$ cat config.mk
export PLATFORM = sky130hd
export DESIGN_NAME = regfile_controller_flat
export DESIGN_NICKNAME = d
export VERILOG_FILES = /design/src/rtl/cpu_pkg.sv /design/src/rtl/regfile_controller_if.sv /design/src/rtl/instr_decoder.sv /design/src/rtl/regfile_controller.sv /design/src/flat_wrapper.sv
export SDC_FILE = /design/constraint.sdc
export NUM_CORES = 1
export LEC_CHECK = 0
export CAP_MARGIN = 20
export CORE_UTILIZATION = 41
export CTS_CLUSTER_DIAMETER = 120
export CTS_CLUSTER_SIZE = 16
export DETAILED_ROUTE_END_ITERATION = 8
export HOLD_SLACK_MARGIN = 0.15
export PLACE_DENSITY = 0.77
export SLEW_MARGIN = 10
export SYNTH_ARGS = -nofsm -noshare
export SYNTH_HDL_FRONTEND = slang
export SYNTH_SLANG_ARGS = --single-unit
$ cat constraint.sdc
create_clock -name clk -period 2.1 [get_ports clk]
set_clock_uncertainty 0.1 [all_clocks]
set_input_delay 0.42 -clock clk [delete_from_list [all_inputs] [get_ports clk]]
set_output_delay 0.42 -clock clk [all_outputs]
set_load 0.1 [all_outputs]
$ cat src/rtl/cpu_pkg.sv
// Shared types and constants for the register-file sequencer and its decoder.
// Latency: n/a (declarations only).
// Backpressure: n/a.
package cpu_pkg;

  typedef enum logic [2:0] {
    S_WAIT,
    S_DECODE,
    S_WRITE_IMM,
    S_GET_A,
    S_GET_B,
    S_EXEC,
    S_WRITE_REG
  } state_t;

  // Opcode field IR[15:13]
  localparam logic [2:0] OP_MOV = 3'b110;
  localparam logic [2:0] OP_ALU = 3'b101;

  // Op field IR[12:11] under OP_MOV
  localparam logic [1:0] MOV_IMM = 2'b10;
  localparam logic [1:0] MOV_REG = 2'b00;

  // Op field IR[12:11] under OP_ALU
  localparam logic [1:0] ALU_ADD = 2'b00;
  localparam logic [1:0] ALU_CMP = 2'b01;
  localparam logic [1:0] ALU_AND = 2'b10;
  localparam logic [1:0] ALU_MVN = 2'b11;

  // Field positions (LSB of each field)
  localparam int OPCODE_LSB = 13;
  localparam int OP_LSB     = 11;
  localparam int RN_LSB     = 8;
  localparam int RD_LSB     = 5;
  localparam int SH_LSB     = 3;
  localparam int RM_LSB     = 0;
  localparam int IMM8_MSB   = 7;
  localparam int IMM5_MSB   = 4;

  // ALU instructions that need both A (Rn) and B (Rm) fetched
  function automatic logic is_two_operand(input logic [2:0] opcode, input logic [1:0] op);
    return (opcode == OP_ALU) && ((op == ALU_ADD) || (op == ALU_CMP) || (op == ALU_AND));
  endfunction

  // Instructions that only need B fetched (A is forced to zero or unused)
  function automatic logic is_b_only(input logic [2:0] opcode, input logic [1:0] op);
    return ((opcode == OP_MOV) && (op == MOV_REG)) || ((opcode == OP_ALU) && (op == ALU_MVN));
  endfunction

endpackage

$ cat src/rtl/regfile_controller_if.sv
// Control/status bundle between the sequencer and the switch logic + datapath.
// Latency: n/a (wires only).
// Backpressure: none; the sequencer paces itself and reports idle on w.
interface regfile_controller_if;
  logic        s;
  logic        load;
  logic [15:0] in;
  logic        w;
  logic [2:0]  readnum;
  logic [2:0]  writenum;
  logic        write;
  logic        loada;
  logic        loadb;
  logic        loadc;
  logic        loads;
  logic        asel;
  logic        bsel;
  logic        vsel;
  logic [1:0]  shift;
  logic [1:0]  ALUop;
  logic [15:0] sximm8;
  logic [15:0] sximm5;

  modport master (
    input  s, load, in,
    output w, readnum, writenum, write, loada, loadb, loadc, loads,
           asel, bsel, vsel, shift, ALUop, sximm8, sximm5
  );

  modport slave (
    output s, load, in,
    input  w, readnum, writenum, write, loada, loadb, loadc, loads,
           asel, bsel, vsel, shift, ALUop, sximm8, sximm5
  );
endinterface

$ cat src/rtl/instr_decoder.sv
// Splits the instruction register into fields and sign-extends the immediates.
// Latency: combinational.
// Backpressure: none.
module instr_decoder
  import cpu_pkg::*;
(
  input  logic [15:0] ir,
  output logic [2:0]  opcode,
  output logic [1:0]  op,
  output logic [2:0]  rn,
  output logic [2:0]  rd,
  output logic [1:0]  sh,
  output logic [2:0]  rm,
  output logic [15:0] sximm8,
  output logic [15:0] sximm5
);

  assign opcode = ir[OPCODE_LSB +: 3];
  assign op     = ir[OP_LSB +: 2];
  assign rn     = ir[RN_LSB +: 3];
  assign rd     = ir[RD_LSB +: 3];
  assign sh     = ir[SH_LSB +: 2];
  assign rm     = ir[RM_LSB +: 3];

  assign sximm8 = {{8{ir[IMM8_MSB]}}, ir[IMM8_MSB:0]};
  assign sximm5 = {{11{ir[IMM5_MSB]}}, ir[IMM5_MSB:0]};

endmodule

$ cat src/rtl/regfile_controller.sv
// Moore sequencer issuing register-file selects and datapath load strobes per instruction.
// Latency: 2 (undefined) / 3 (MOV imm) / 5 (MOV reg, MVN, CMP) / 6 (ADD, AND) edges from s to w.
// Backpressure: s and load are ignored while busy (w=0); the caller waits for w.
module regfile_controller
  import cpu_pkg::*;
(
  input  logic                 clk,
  input  logic                 reset,
  regfile_controller_if.master bus
);

  state_t      state;
  logic [15:0] ir;

  logic [2:0]  opcode;
  logic [1:0]  op;
  logic [2:0]  rn;
  logic [2:0]  rd;
  logic [1:0]  sh;
  logic [2:0]  rm;
  logic [15:0] sximm8;
  logic [15:0] sximm5;

  // Registered Moore outputs: each is computed for the state being entered.
  logic        w_q;
  logic        write_q;
  logic        loada_q;
  logic        loadb_q;
  logic        loadc_q;
  logic        loads_q;
  logic        asel_q;
  logic        vsel_q;
  logic [2:0]  readnum_q;
  logic [2:0]  writenum_q;

  instr_decoder u_dec (
    .ir     (ir),
    .opcode (opcode),
    .op     (op),
    .rn     (rn),
    .rd     (rd),
    .sh     (sh),
    .rm     (rm),
    .sximm8 (sximm8),
    .sximm5 (sximm5)
  );

  // IR capture plus state sequencing; outputs are set for the next state so they
  // come straight from flops. IR only changes in WAIT, so the fields read here
  // are stable for the whole instruction.
  always_ff @(posedge clk) begin
    if (reset) begin
      state      <= S_WAIT;
      ir         <= 16'h0000;
      w_q        <= 1'b1;
      write_q    <= 1'b0;
      loada_q    <= 1'b0;
      loadb_q    <= 1'b0;
      loadc_q    <= 1'b0;
      loads_q    <= 1'b0;
      asel_q     <= 1'b0;
      vsel_q     <= 1'b0;
      readnum_q  <= 3'd0;
      writenum_q <= 3'd0;
    end else begin
      w_q        <= 1'b0;
      write_q    <= 1'b0;
      loada_q    <= 1'b0;
      loadb_q    <= 1'b0;
      loadc_q    <= 1'b0;
      loads_q    <= 1'b0;
      asel_q     <= 1'b0;
      vsel_q     <= 1'b0;
      readnum_q  <= 3'd0;
      writenum_q <= 3'd0;

      case (state)
        S_WAIT: begin
          if (bus.load) ir <= bus.in;
          if (bus.s) begin
            state <= S_DECODE;
          end else begin
            w_q <= 1'b1;
          end
        end

        S_DECODE: begin
          if ((opcode == OP_MOV) && (op == MOV_IMM)) begin
            state      <= S_WRITE_IMM;
            writenum_q <= rn;
            vsel_q     <= 1'b1;
            write_q    <= 1'b1;
          end else if (is_b_only(opcode, op)) begin
            state     <= S_GET_B;
            readnum_q <= rm;
            loadb_q   <= 1'b1;
          end else if (is_two_operand(opcode, op)) begin
            state     <= S_GET_A;
            readnum_q <= rn;
            loada_q   <= 1'b1;
          end else begin
            state <= S_WAIT;
            w_q   <= 1'b1;
          end
        end

        S_GET_A: begin
          state     <= S_GET_B;
          readnum_q <= rm;
          loadb_q   <= 1'b1;
        end

        S_GET_B: begin
          state  <= S_EXEC;
          // MOV reg computes 0 + shifted Rm, so A is forced to zero
          asel_q <= (opcode == OP_MOV);
          if ((opcode == OP_ALU) && (op == ALU_CMP)) begin
            loads_q <= 1'b1;
          end else begin
            loadc_q <= 1'b1;
          end
        end

        S_EXEC: begin
          if ((opcode == OP_ALU) && (op == ALU_CMP)) begin
            state <= S_WAIT;
            w_q   <= 1'b1;
          end else begin
            state      <= S_WRITE_REG;
            writenum_q <= rd;
            write_q    <= 1'b1;
          end
        end

        default: begin
          // S_WRITE_IMM and S_WRITE_REG both finish here
          state <= S_WAIT;
          w_q   <= 1'b1;
        end
      endcase
    end
  end

  assign bus.w        = w_q;
  assign bus.write    = write_q;
  assign bus.loada    = loada_q;
  assign bus.loadb    = loadb_q;
  assign bus.loadc    = loadc_q;
  assign bus.loads    = loads_q;
  assign bus.asel     = asel_q;
  // The shifted B operand is always used; sximm5 is never selected by this ISA subset
  assign bus.bsel     = 1'b0;
  assign bus.vsel     = vsel_q;
  assign bus.readnum  = readnum_q;
  assign bus.writenum = writenum_q;
  assign bus.shift    = sh;
  assign bus.ALUop    = op;
  assign bus.sximm8   = sximm8;
  assign bus.sximm5   = sximm5;

endmodule

$ cat src/flat_wrapper.sv
// flat-port wrapper written by rule: the top's interface ports become plain ports
module regfile_controller_flat import cpu_pkg::*;
  (clk, reset, bus_s, bus_load, bus_in, bus_w, bus_readnum, bus_writenum, bus_write, bus_loada, bus_loadb, bus_loadc, bus_loads, bus_asel, bus_bsel, bus_vsel, bus_shift, bus_ALUop, bus_sximm8, bus_sximm5);
  regfile_controller_if bus_i ();
  input  logic clk;
  input  logic reset;
  input wire logic [$bits(bus_i.s)-1:0] bus_s;
  input wire logic [$bits(bus_i.load)-1:0] bus_load;
  input wire logic [$bits(bus_i.in)-1:0] bus_in;
  output wire logic [$bits(bus_i.w)-1:0] bus_w;
  output wire logic [$bits(bus_i.readnum)-1:0] bus_readnum;
  output wire logic [$bits(bus_i.writenum)-1:0] bus_writenum;
  output wire logic [$bits(bus_i.write)-1:0] bus_write;
  output wire logic [$bits(bus_i.loada)-1:0] bus_loada;
  output wire logic [$bits(bus_i.loadb)-1:0] bus_loadb;
  output wire logic [$bits(bus_i.loadc)-1:0] bus_loadc;
  output wire logic [$bits(bus_i.loads)-1:0] bus_loads;
  output wire logic [$bits(bus_i.asel)-1:0] bus_asel;
  output wire logic [$bits(bus_i.bsel)-1:0] bus_bsel;
  output wire logic [$bits(bus_i.vsel)-1:0] bus_vsel;
  output wire logic [$bits(bus_i.shift)-1:0] bus_shift;
  output wire logic [$bits(bus_i.ALUop)-1:0] bus_ALUop;
  output wire logic [$bits(bus_i.sximm8)-1:0] bus_sximm8;
  output wire logic [$bits(bus_i.sximm5)-1:0] bus_sximm5;
  assign bus_i.s = bus_s;
  assign bus_i.load = bus_load;
  assign bus_i.in = bus_in;
  assign bus_w = bus_i.w;
  assign bus_readnum = bus_i.readnum;
  assign bus_writenum = bus_i.writenum;
  assign bus_write = bus_i.write;
  assign bus_loada = bus_i.loada;
  assign bus_loadb = bus_i.loadb;
  assign bus_loadc = bus_i.loadc;
  assign bus_loads = bus_i.loads;
  assign bus_asel = bus_i.asel;
  assign bus_bsel = bus_i.bsel;
  assign bus_vsel = bus_i.vsel;
  assign bus_shift = bus_i.shift;
  assign bus_ALUop = bus_i.ALUop;
  assign bus_sximm8 = bus_i.sximm8;
  assign bus_sximm5 = bus_i.sximm5;
  regfile_controller u_core (.clk(clk), .reset(reset), .bus(bus_i));
endmodule
Yosys cells after proc, flatten, opt, wreduce, memory -nomap -nowiden

Index checks and enable logic that the tools add are counted.

Bitwise logic cells: 2
Equality and inequality tests: 10
Multiplexer cells: 26
Reduce and logical (&&, ||, !) cells: 15

Operators by type and width:

| kind                                           | number |
|---|---|
| two-way mux 3 bit                              | 9 |
| one-hot mux 3 bit (5 select lines)             | 1 |
| == test 3 bit (second input constant)          | 4 |
| one-hot mux 3 bit (2 select lines)             | 2 |
| two-way mux 1 bit                              | 10 |
| OR reduction 2 bit                             | 3 |
| logical AND 1 bit                              | 5 |
| == test 2 bit (second input constant)          | 2 |
| one-hot mux 1 bit (2 select lines)             | 2 |
| one-hot mux 1 bit (4 select lines)             | 1 |
| OR reduction 4 bit                             | 1 |
| == test 3 x 1 -> 1 bit (second input constant) | 1 |
| == test 3 x 2 -> 1 bit (second input constant) | 1 |
| zero test 3 bit                                | 1 |
| logical OR 1 bit                               | 3 |
| == test 2 x 1 -> 1 bit (second input constant) | 1 |
| zero test 2 bit                                | 1 |
| two-way mux 2 bit                              | 1 |
| inequality test 2 bit (second input constant)  | 1 |
| NOT 1 bit                                      | 2 |
| AND reduction 2 bit                            | 1 |

Output and inout bits: 51
Word-level logic and storage cells: 65
Bits in registers: 33
Input port bits: 20

Depth between registers and ports, before layout

Gate-level depths: netlist (run 1).

Depth after elaboration: 8
Gate-level depth with buffers: 6
Mapped depth without buffers: 4

Hierarchy

A second synthesis (run 1) with hierarchy kept.

Cell total of the unflattened synthesis: 201
Area, all modules: 1,711.6 sq um

By module, submodules not included:

| module             | area an instance (sq um) | instances | cells each | sequential area each (sq um) |
|---|---|---|---|---|
| regfile_controller | 1,351.3                  | 1         | 153        | 660.6 |
| instr_decoder      | 360.3                    | 1         | 48         | 0.0 |

Worst setup path before layout (run 1)

OpenSTA, ideal clock, no wires.

Kind: reg2reg
From: reg u_core.ir[12]
To: reg u_core.readnum_q[1] (netlist: u_core.bus.readnum[1])
Period minus slack after synthesis: 1.443 ns
Path slack: 0.657 ns
Library setup time: 0.070 ns
Data required time: 1.930 ns
Arrival time: 1.273 ns
Stages on the path, launching flop included: 5
Path buffers: 0
Cells stage by stage: dfxtp_1 -> or4b_4 -> a21boi_4 -> o211ai_1 -> a21oi_1

Cells in the longest elaborated chain, start to end: 8
Elaborated cells on any way between the ends: 15
Those cells by class: eq/ne (3); mux (4); reduce/logical (8)

Ends and longest elaborated chain:

| element                                                          | RTL line                     | text |
|---|---|---|
| from (decl)                                                      | regfile_controller.sv:13     | `logic [15:0] ir;` |
| from (signal assigned)                                           | regfile_controller.sv:79     | `if (bus.load) ir <= bus.in;` |
| == test 2 x 1 -> 1 bit / zero test 2 bit (equally long branches) | cpu_pkg.sv:42, cpu_pkg.sv:47 |  |
| logical OR 1 bit (2 in a row)                                    | cpu_pkg.sv:42                | `return (opcode == OP_ALU) && ((op == ALU_ADD) \|\| (op == ALU_CMP) \|\| (op == ALU_AND));` |
| logical AND 1 bit                                                | cpu_pkg.sv:42                |  |
| two-way mux 3 bit                                                | regfile_controller.sv:97     | `end else if (is_two_operand(opcode, op)) begin` |
| two-way mux 3 bit                                                | regfile_controller.sv:93     | `end else if (is_b_only(opcode, op)) begin` |
| two-way mux 3 bit *                                              | regfile_controller.sv:88     | `if ((opcode == OP_MOV) && (op == MOV_IMM)) begin` |
| one-hot mux 3 bit (2 select lines) *                             | regfile_controller.sv:77     | `case (state)` |
| to (signal assigned)                                             | regfile_controller.sv:95     | `readnum_q <= rm;` |
| to (signal assigned)                                             | regfile_controller.sv:99     | `readnum_q <= rn;` |
| to (signal assigned)                                             | regfile_controller.sv:109    | `readnum_q <= rm;` |
| to (decl)                                                        | regfile_controller.sv:33     | `logic [2:0] readnum_q;` |

Every way passes the cells marked *; elsewhere a longest branch is shown, timed or not.
A chain may end at the register's enable or synchronous reset.

Worst setup path after layout (run 1)

From: reg u_core.ir[4]
To: out bus_sximm5[5]

RTL lines:

| element   | RTL line           | text |
|---|---|---|
| to (decl) | flat_wrapper.sv:24 | `output wire logic [$bits(bus_i.sximm5)-1:0] bus_sximm5;` |

No word-level cell between the ends.

==> flow_metrics.py, run 1 <==
metrics = {
    "run_status": {
        "status": "finished clean",
    },
    "critical_path": {
        "path_class": "reg -> out",
        "cp_max_fo": 15,
        "cp_cell_sequence": "buf_4 -> buf_12",
        "reg2reg_slack_ns": 0.44,
        "crit_required_ns": 1.58,
        "startpoint": "u_core.ir[4]",
        "slowest_delay_ns": 0.37,
        "worstReg2RegStart": "u_core.ir[13]",
        "startpoint_type": "flip-flop",
        "slowest_stage": "buf_4",
        "critPathCaptureType": "output port",
        "crit_end": "bus_sximm5[5]",
        "worstRegToRegCells": 4,
        "arrival_ns": 1.22,
        "r2r_end": "u_core.bus.readnum[1]",
    },
    "cts": {
        "htreeDepth": 2,
        "postCtsHoldBufs": 0,
        "clock_sinks": 33,
        "cts_resized": 0,
        "cts_made_buffers": 5,
        "path_clk_slew_ns": 0.07,
        "cts_max_path_buffers": 2,
        "cts_tree": "yes",
        "cts_root_buf": "clkbuf_8",
        "insertion_delay_ns": 0.28,
        "post_cts.repair.setup_buffers": 0,
    },
    "logic_synthesis": {
        "avgSynthCellArea_um2": 8.46,
        "yosysSeqAreaShare_pct": 41.3,
        "yosysMostFrequentCell": "nand2_1",
        "synth_compound_area_share_pct": 14.6,
        "synthCells": 189,
        "synthMuxAreaShare_pct": 0.626,
        "synthArstFlopShare_pct": 0,
        "yosys.area.top_type": "dfxtp_1",
        "ys_top_cells_by_area": "dfxtp_1 41%, buf_4 18%, nand2_1 9.2%, a21oi_1 7.2%, and4bb_2 2.3%",
        "synth_edf_count": 0,
        "synthXorXnorAreaFrac_pct": 0,
        "syn-num-nets": 209,
        "synth_simple_gate_area_share_pct": 22.6,
        "synth_fa_ha_area_share_pct": 0,
        "synth_top_family_by_area": "simple AND/OR/NAND/NOR gates",
        "synth_warnings": 0,
        "synth.distinct_cells": 31,
        "synth_seq_cells": 33,
        "synthFlopType": "dfxtp_1",
        "synth_common_cells": "39 x nand2_1, 38 x buf_4, 33 x dfxtp_1, 23 x a21oi_1, 9 x nor2_1",
        "synth_top_area_share_pct": 41.3,
        "mappedNetlistArea_um2": 1600,
    },
    "global_route": {
        "grt-ovfl-total": 0,
        "grt_first_pass_wirelength_um": 5950,
        "grt_max_degree": 16,
        "grt_usage_pct": 18.9,
        "grt_pass1_vias": 1213,
        "antenna_found_initial": 0,
    },
    "floorplan": {
        "row_count": 22,
        "die-area_um2": 4150,
        "initial_core_util_pct": 43.4,
        "die_y_um": 64.5,
        "die_w_um": 64.5,
        "boundaryPins": 71,
        "core_area_um2": 3690,
    },
    "placement": {
        "place_ws_ns": 0.239,
        "place_congestion": 0.842,
        "port_buffers": 69,
        "dp_hpwl_um": 2640,
        "dp_cells": 266,
    },
    "pwr": {
        "intPower_w": 0.00124,
        "p_clk_share_pct": 32.3,
        "swShare_pct": 36.8,
        "p_leak_nw": 0.934,
        "pwr-share-seq_pct": 34.8,
        "p_comb_share_pct": 32.9,
        "peakVddDrop_uv": 516,
        "p_per_area_nw_per_um2": 823,
        "power.switching_w": 0.000721,
    },
    "timing": {
        "hold_viol_final": 0,
        "finalCritPeriodShare_pct": 82.7,
        "tns_ns": 0,
        "setup_viol": 0,
        "holdWs_ns": 0.391,
        "worstMarginPinSlew_ns": 0.515,
        "max_slew_margin_pct": 65.5,
        "fin_ws_ns": 0.362,
        "fin_crit_ns": 1.74,
        "max_freq_mhz": 575,
        "rsz0062_at_grt": "false",
        "slew_viol_final": 0,
    },
    "detailed_routing": {
        "top_layer_used": "met4",
        "wl_met3_um": 242,
        "drc": 0,
        "wl_per_cell_um": 13.5,
        "dr_wl_met2_um": 1680,
        "first_pass_iters": 4,
        "vias_per_cell": 4.87,
        "drt_iter0_drc": 99,
        "postRouteAntennaNets": 0,
        "dr_total_vias": 1335,
        "wl_um": 3710,
        "met1_length_um": 1720,
    },
    "worst_hold_path": {
        "min_path_type": "reg -> reg",
    },
    "cells_and_area": {
        "drive_gt1_share_pct": 32.3,
        "area_growth_pct": 48.9,
        "final_cells": 274,
        "layout.nets": 245,
        "n_fill_cell": 303,
        "fin_util_pct": 64.6,
        "multi_input_area_um2": 609,
        "final-seq-area_um2": 661,
        "diodes": 0,
    },
    "run": {
        "cap_violations": 0,
    },
}
-- worst max-delay path: cells and delay by family, from the launching register on --
family,cells,cell delay [ns]
flip-flops,1,0.32
buffers and inverters,2,0.60
-- layer usage --
metal / vias to the layer above / GRT usage (%)
met1: 606 / 24.9
met4: 0 / 9.72
met5: - / 0
met2: 57 / 29.1
met3: 7 / 3.87
li1: 665 / -
-- sequential cells by signal, summed over array words and instances, names as in the netlist --
name and count:
u_core.bus.asel 1, u_core.bus.loada 1, u_core.bus.loadb 1, u_core.bus.loadc 1, u_core.bus.loads 1, u_core.bus.readnum 3, u_core.bus.vsel 1, u_core.bus.w 1
u_core.bus.write 1, u_core.bus.writenum 3, u_core.ir 16, u_core.state 3
-- power by group through the flow --
stage | sequential (W) | clock, W | combinational [W]
finish | 0.000683 | 0.000632 | 0.000644
global route | 0.000686 | 0.000667 | 0.000662
CTS | 0.000682 | 0.000642 | 0.000646
detailed placement | 0.000696 | 0 | 0.000644
global placement | 0.000694 | 0 | 0.000641
floorplan | 0.000699 | 0 | 0.000474
-- stage by stage --
stage	instance area, um2	total power [W]
floorplan	1600	0.00117
global placement	2260	0.00133
detailed placement	2260	0.00134
CTS	2380	0.00197
global route	2380	0.00202
finish	2380	0.00196
-- how the worst min path moves through the flow --
stage                        from               endpoint  slack, ns  depth (start not counted)
detailed placement  u_core.ir[10]  u_core.bus.readnum[2]       0.37                          2
CTS                 u_core.ir[10]  u_core.bus.readnum[2]       0.38                          2
finish               u_core.ir[9]           u_core.ir[9]       0.39                          2
global placement     u_core.ir[5]           u_core.ir[5]       0.37                          2
global route        u_core.ir[10]  u_core.bus.readnum[2]       0.41                          2
floorplan            u_core.ir[8]  u_core.bus.readnum[0]       0.34                          2
-- layout make-up --
cell class                 count  share of cell area (%)
timing repair buffer          75                    38.8
sequential                    33                    27.7
multi-input combinational    108                    25.6
clock buffer                   6                    3.47
tap                           48                    2.52
clock inverter                 2                    1.58
inverter                       2                   0.315
-- kinds of logic (layout without fill, tap and decap cells) --
kind of cell	Yosys count	in the layout
muxes	1	1
other	1	1
DFF	33	33
buffers and inverters	48	85
and+or+nand+nor	68	68
AOI/OAI and AO/OA	38	38
-- cell usage in the layout (no fill, tap or decap) --
| cell type | n |
|---|---|
| a21boi_0 | 1 |
| o22ai_1 | 1 |
| buf_12 | 25 |
| nor3_1 | 2 |
| a211oi_1 | 2 |
| o211ai_1 | 3 |
| a21boi_4 | 1 |
| a31o_2 | 1 |
| clkbuf_8 | 6 |
| nand2_1 | 39 |
| buf_4 | 31 |
| inv_1 | 2 |
| clkdlybuf4s50_1 | 19 |
| nor4b_4 | 1 |
| conb_1 | 1 |
| dfxtp_1 | 33 |
| or2b_1 | 1 |
| mux2i_1 | 1 |
| clkinvlp_4 | 1 |
| nand3_1 | 2 |
| a21o_1 | 1 |
| a21oi_1 | 23 |
| or4b_4 | 1 |
| nand2b_1 | 1 |
| nor2_1 | 9 |
| and2b_2 | 1 |
| and4b_2 | 1 |
| nand4b_1 | 1 |
| nor2b_1 | 1 |
| a22oi_1 | 3 |
| o21ai_0 | 2 |
| bufinv_16 | 1 |
| and4bb_2 | 3 |
| nand3b_1 | 5 |
(Power assumes the default switching activity.)
==> run 2, diff against run 1 <==
==> constraint.sdc (replaced) <==
create_clock -name clk -period 1.7 [get_ports clk]
set_clock_uncertainty 0.1 [all_clocks]
set_input_delay 0.34 -clock clk [delete_from_list [all_inputs] [get_ports clk]]
set_output_delay 0.34 -clock clk [all_outputs]
set_load 0.1 [all_outputs]
==> flow_metrics.py, run 2 (synthesized netlist as in run 1, its figures left out) <==
metrics = {
    "timing": {
        "holdWs_ns": 0.393,
        "finalCritPeriodShare_pct": 96.0,
        "max_freq_mhz": 613,
        "fin_crit_ns": 1.63,
        "fin_ws_ns": 0.0680,
        "slew_viol_final": 0,
        "setup_viol": 0,
        "hold_viol_final": 0,
    },
    "detailed_routing": {
        "vias_per_cell": 5.01,
        "postRouteAntennaNets": 0,
        "drc": 0,
        "drt_iter0_drc": 64,
        "wl_per_cell_um": 15.4,
        "first_pass_iters": 4,
        "wl_um": 4330,
        "dr_total_vias": 1412,
    },
    "floorplan": {
        "row_count": 22,
        "initial_core_util_pct": 43.4,
        "die_w_um": 64.5,
        "die-area_um2": 4150,
        "boundaryPins": 71,
        "die_y_um": 64.5,
        "core_area_um2": 3690,
    },
    "global_route": {
        "grt-ovfl-total": 0,
        "grt_usage_pct": 23.1,
        "grt_pass1_vias": 1456,
        "grt_max_degree": 16,
        "antenna_found_initial": 0,
        "grt_first_pass_wirelength_um": 7110,
    },
    "cts": {
        "cts_made_buffers": 5,
        "cts_root_buf": "clkbuf_8",
        "cts_max_path_buffers": 2,
        "clock_sinks": 33,
        "cts_tree": "yes",
        "path_clk_slew_ns": 0.07,
        "htreeDepth": 2,
        "insertion_delay_ns": 0.29,
    },
    "critical_path": {
        "arrival_ns": 1.75,
        "slowest_delay_ns": 0.56,
        "cp_max_fo": 5,
        "crit_required_ns": 1.82,
        "cp_cell_sequence": "or4b_4 -> a21boi_4 -> o211ai_1 -> a21oi_1",
        "path_class": "reg -> reg",
        "slowest_stage": "or4b_4",
        "startpoint_type": "flip-flop",
        "critPathCaptureType": "flip-flop",
    },
    "cells_and_area": {
        "final-seq-area_um2": 663,
        "largest_reg_flops": 16,
        "fin_util_pct": 75.1,
        "n_fill_cell": 258,
        "drive_gt1_share_pct": 35.5,
        "largest-register": "u_core.ir",
        "layout_commonest_cell": "buf_12",
        "multi_input_area_um2": 613,
        "area_growth_pct": 73.2,
        "layout.nets": 253,
        "mostFrequentLayoutCells": "51 x buf_12, 39 x nand2_1, 31 x dfxtp_1",
        "diodes": 0,
    },
    "run_status": {
        "status": "finished clean",
    },
    "pwr": {
        "p_per_area_nw_per_um2": 896,
        "p_leak_nw": 1.05,
        "power_w": 0.00248,
        "peakVddDrop_uv": 503,
    },
    "placement": {
        "dp_hpwl_um": 3240,
        "place_congestion": 0.801,
        "place_ws_ns": 0.0323,
        "port_buffers": 69,
    },
    "worst_hold_path": {
        "min_path_type": "reg -> reg",
    },
    "run": {
        "cap_violations": 0,
    },
}
-- run 2: what timing repair did --
action	in CTS	in global routing
hold buffers	0	0
setup endpoints to repair	1	4
resized for setup	1	2
setup buffers	0	0
hold endpoints to repair	0	0
pin swaps	0	3
-- run 2: critical path: cells and delay by family, from the launching register on --
kind | cells | cell delay, ns
compound gates | 3 | 0.55
flops | 1 | 0.36
simple gates | 1 | 0.56
-- run 2: layer usage --
layer  share of wire, %  global-route usage, %  vias to the layer above  wire length, um
met5                  0                      0                        -                0
met3                6.6                   6.34                       11              284
met2                 53                   41.1                       70             2290
li1                   -                      -                      679                -
met4                2.5                   10.0                        0              108
met1                 38                   25.6                      652             1650
-- run 2: stage by stage --
step                setup TNS (ns)  std cells  area [um2]
finish                           0        282        2770
floorplan                        0        189        1600
global route              -0.00156        282        2770
detailed placement               0        274        2650
CTS                              0        282        2760
global placement                 0        274        2650
-- run 2: cell type report --
class / count / area share [%]
repair buffers: 83 / 47.3
flip-flops and latches: 33 / 23.9
multi-input cells: 108 / 22.1
clock buffers: 7 / 3.12
well taps: 48 / 2.17
clock inverters: 1 / 1.08
inverters: 2 / 0.271
-- run 2: path summary, 6_finish.rpt --
path                 startpoint               endpoint  slack, ns  cells past startpoint
hold reg to reg   u_core.ir[10]  u_core.bus.readnum[2]       0.39                      2
setup / recovery  u_core.ir[12]  u_core.bus.readnum[0]       0.07                      4
hold / removal    u_core.ir[10]  u_core.bus.readnum[2]       0.39                      2
setup reg to reg  u_core.ir[12]  u_core.bus.readnum[0]       0.07                      4
-- run 2: where the power goes --
part | internal [W] | switching, W | leakage (nW)
combinational | 0.000314 | 0.000563 | 0.727
clock | 0.000478 | 0.000278 | 0.0585
sequential | 0.000804 | 0.0000441 | 0.270
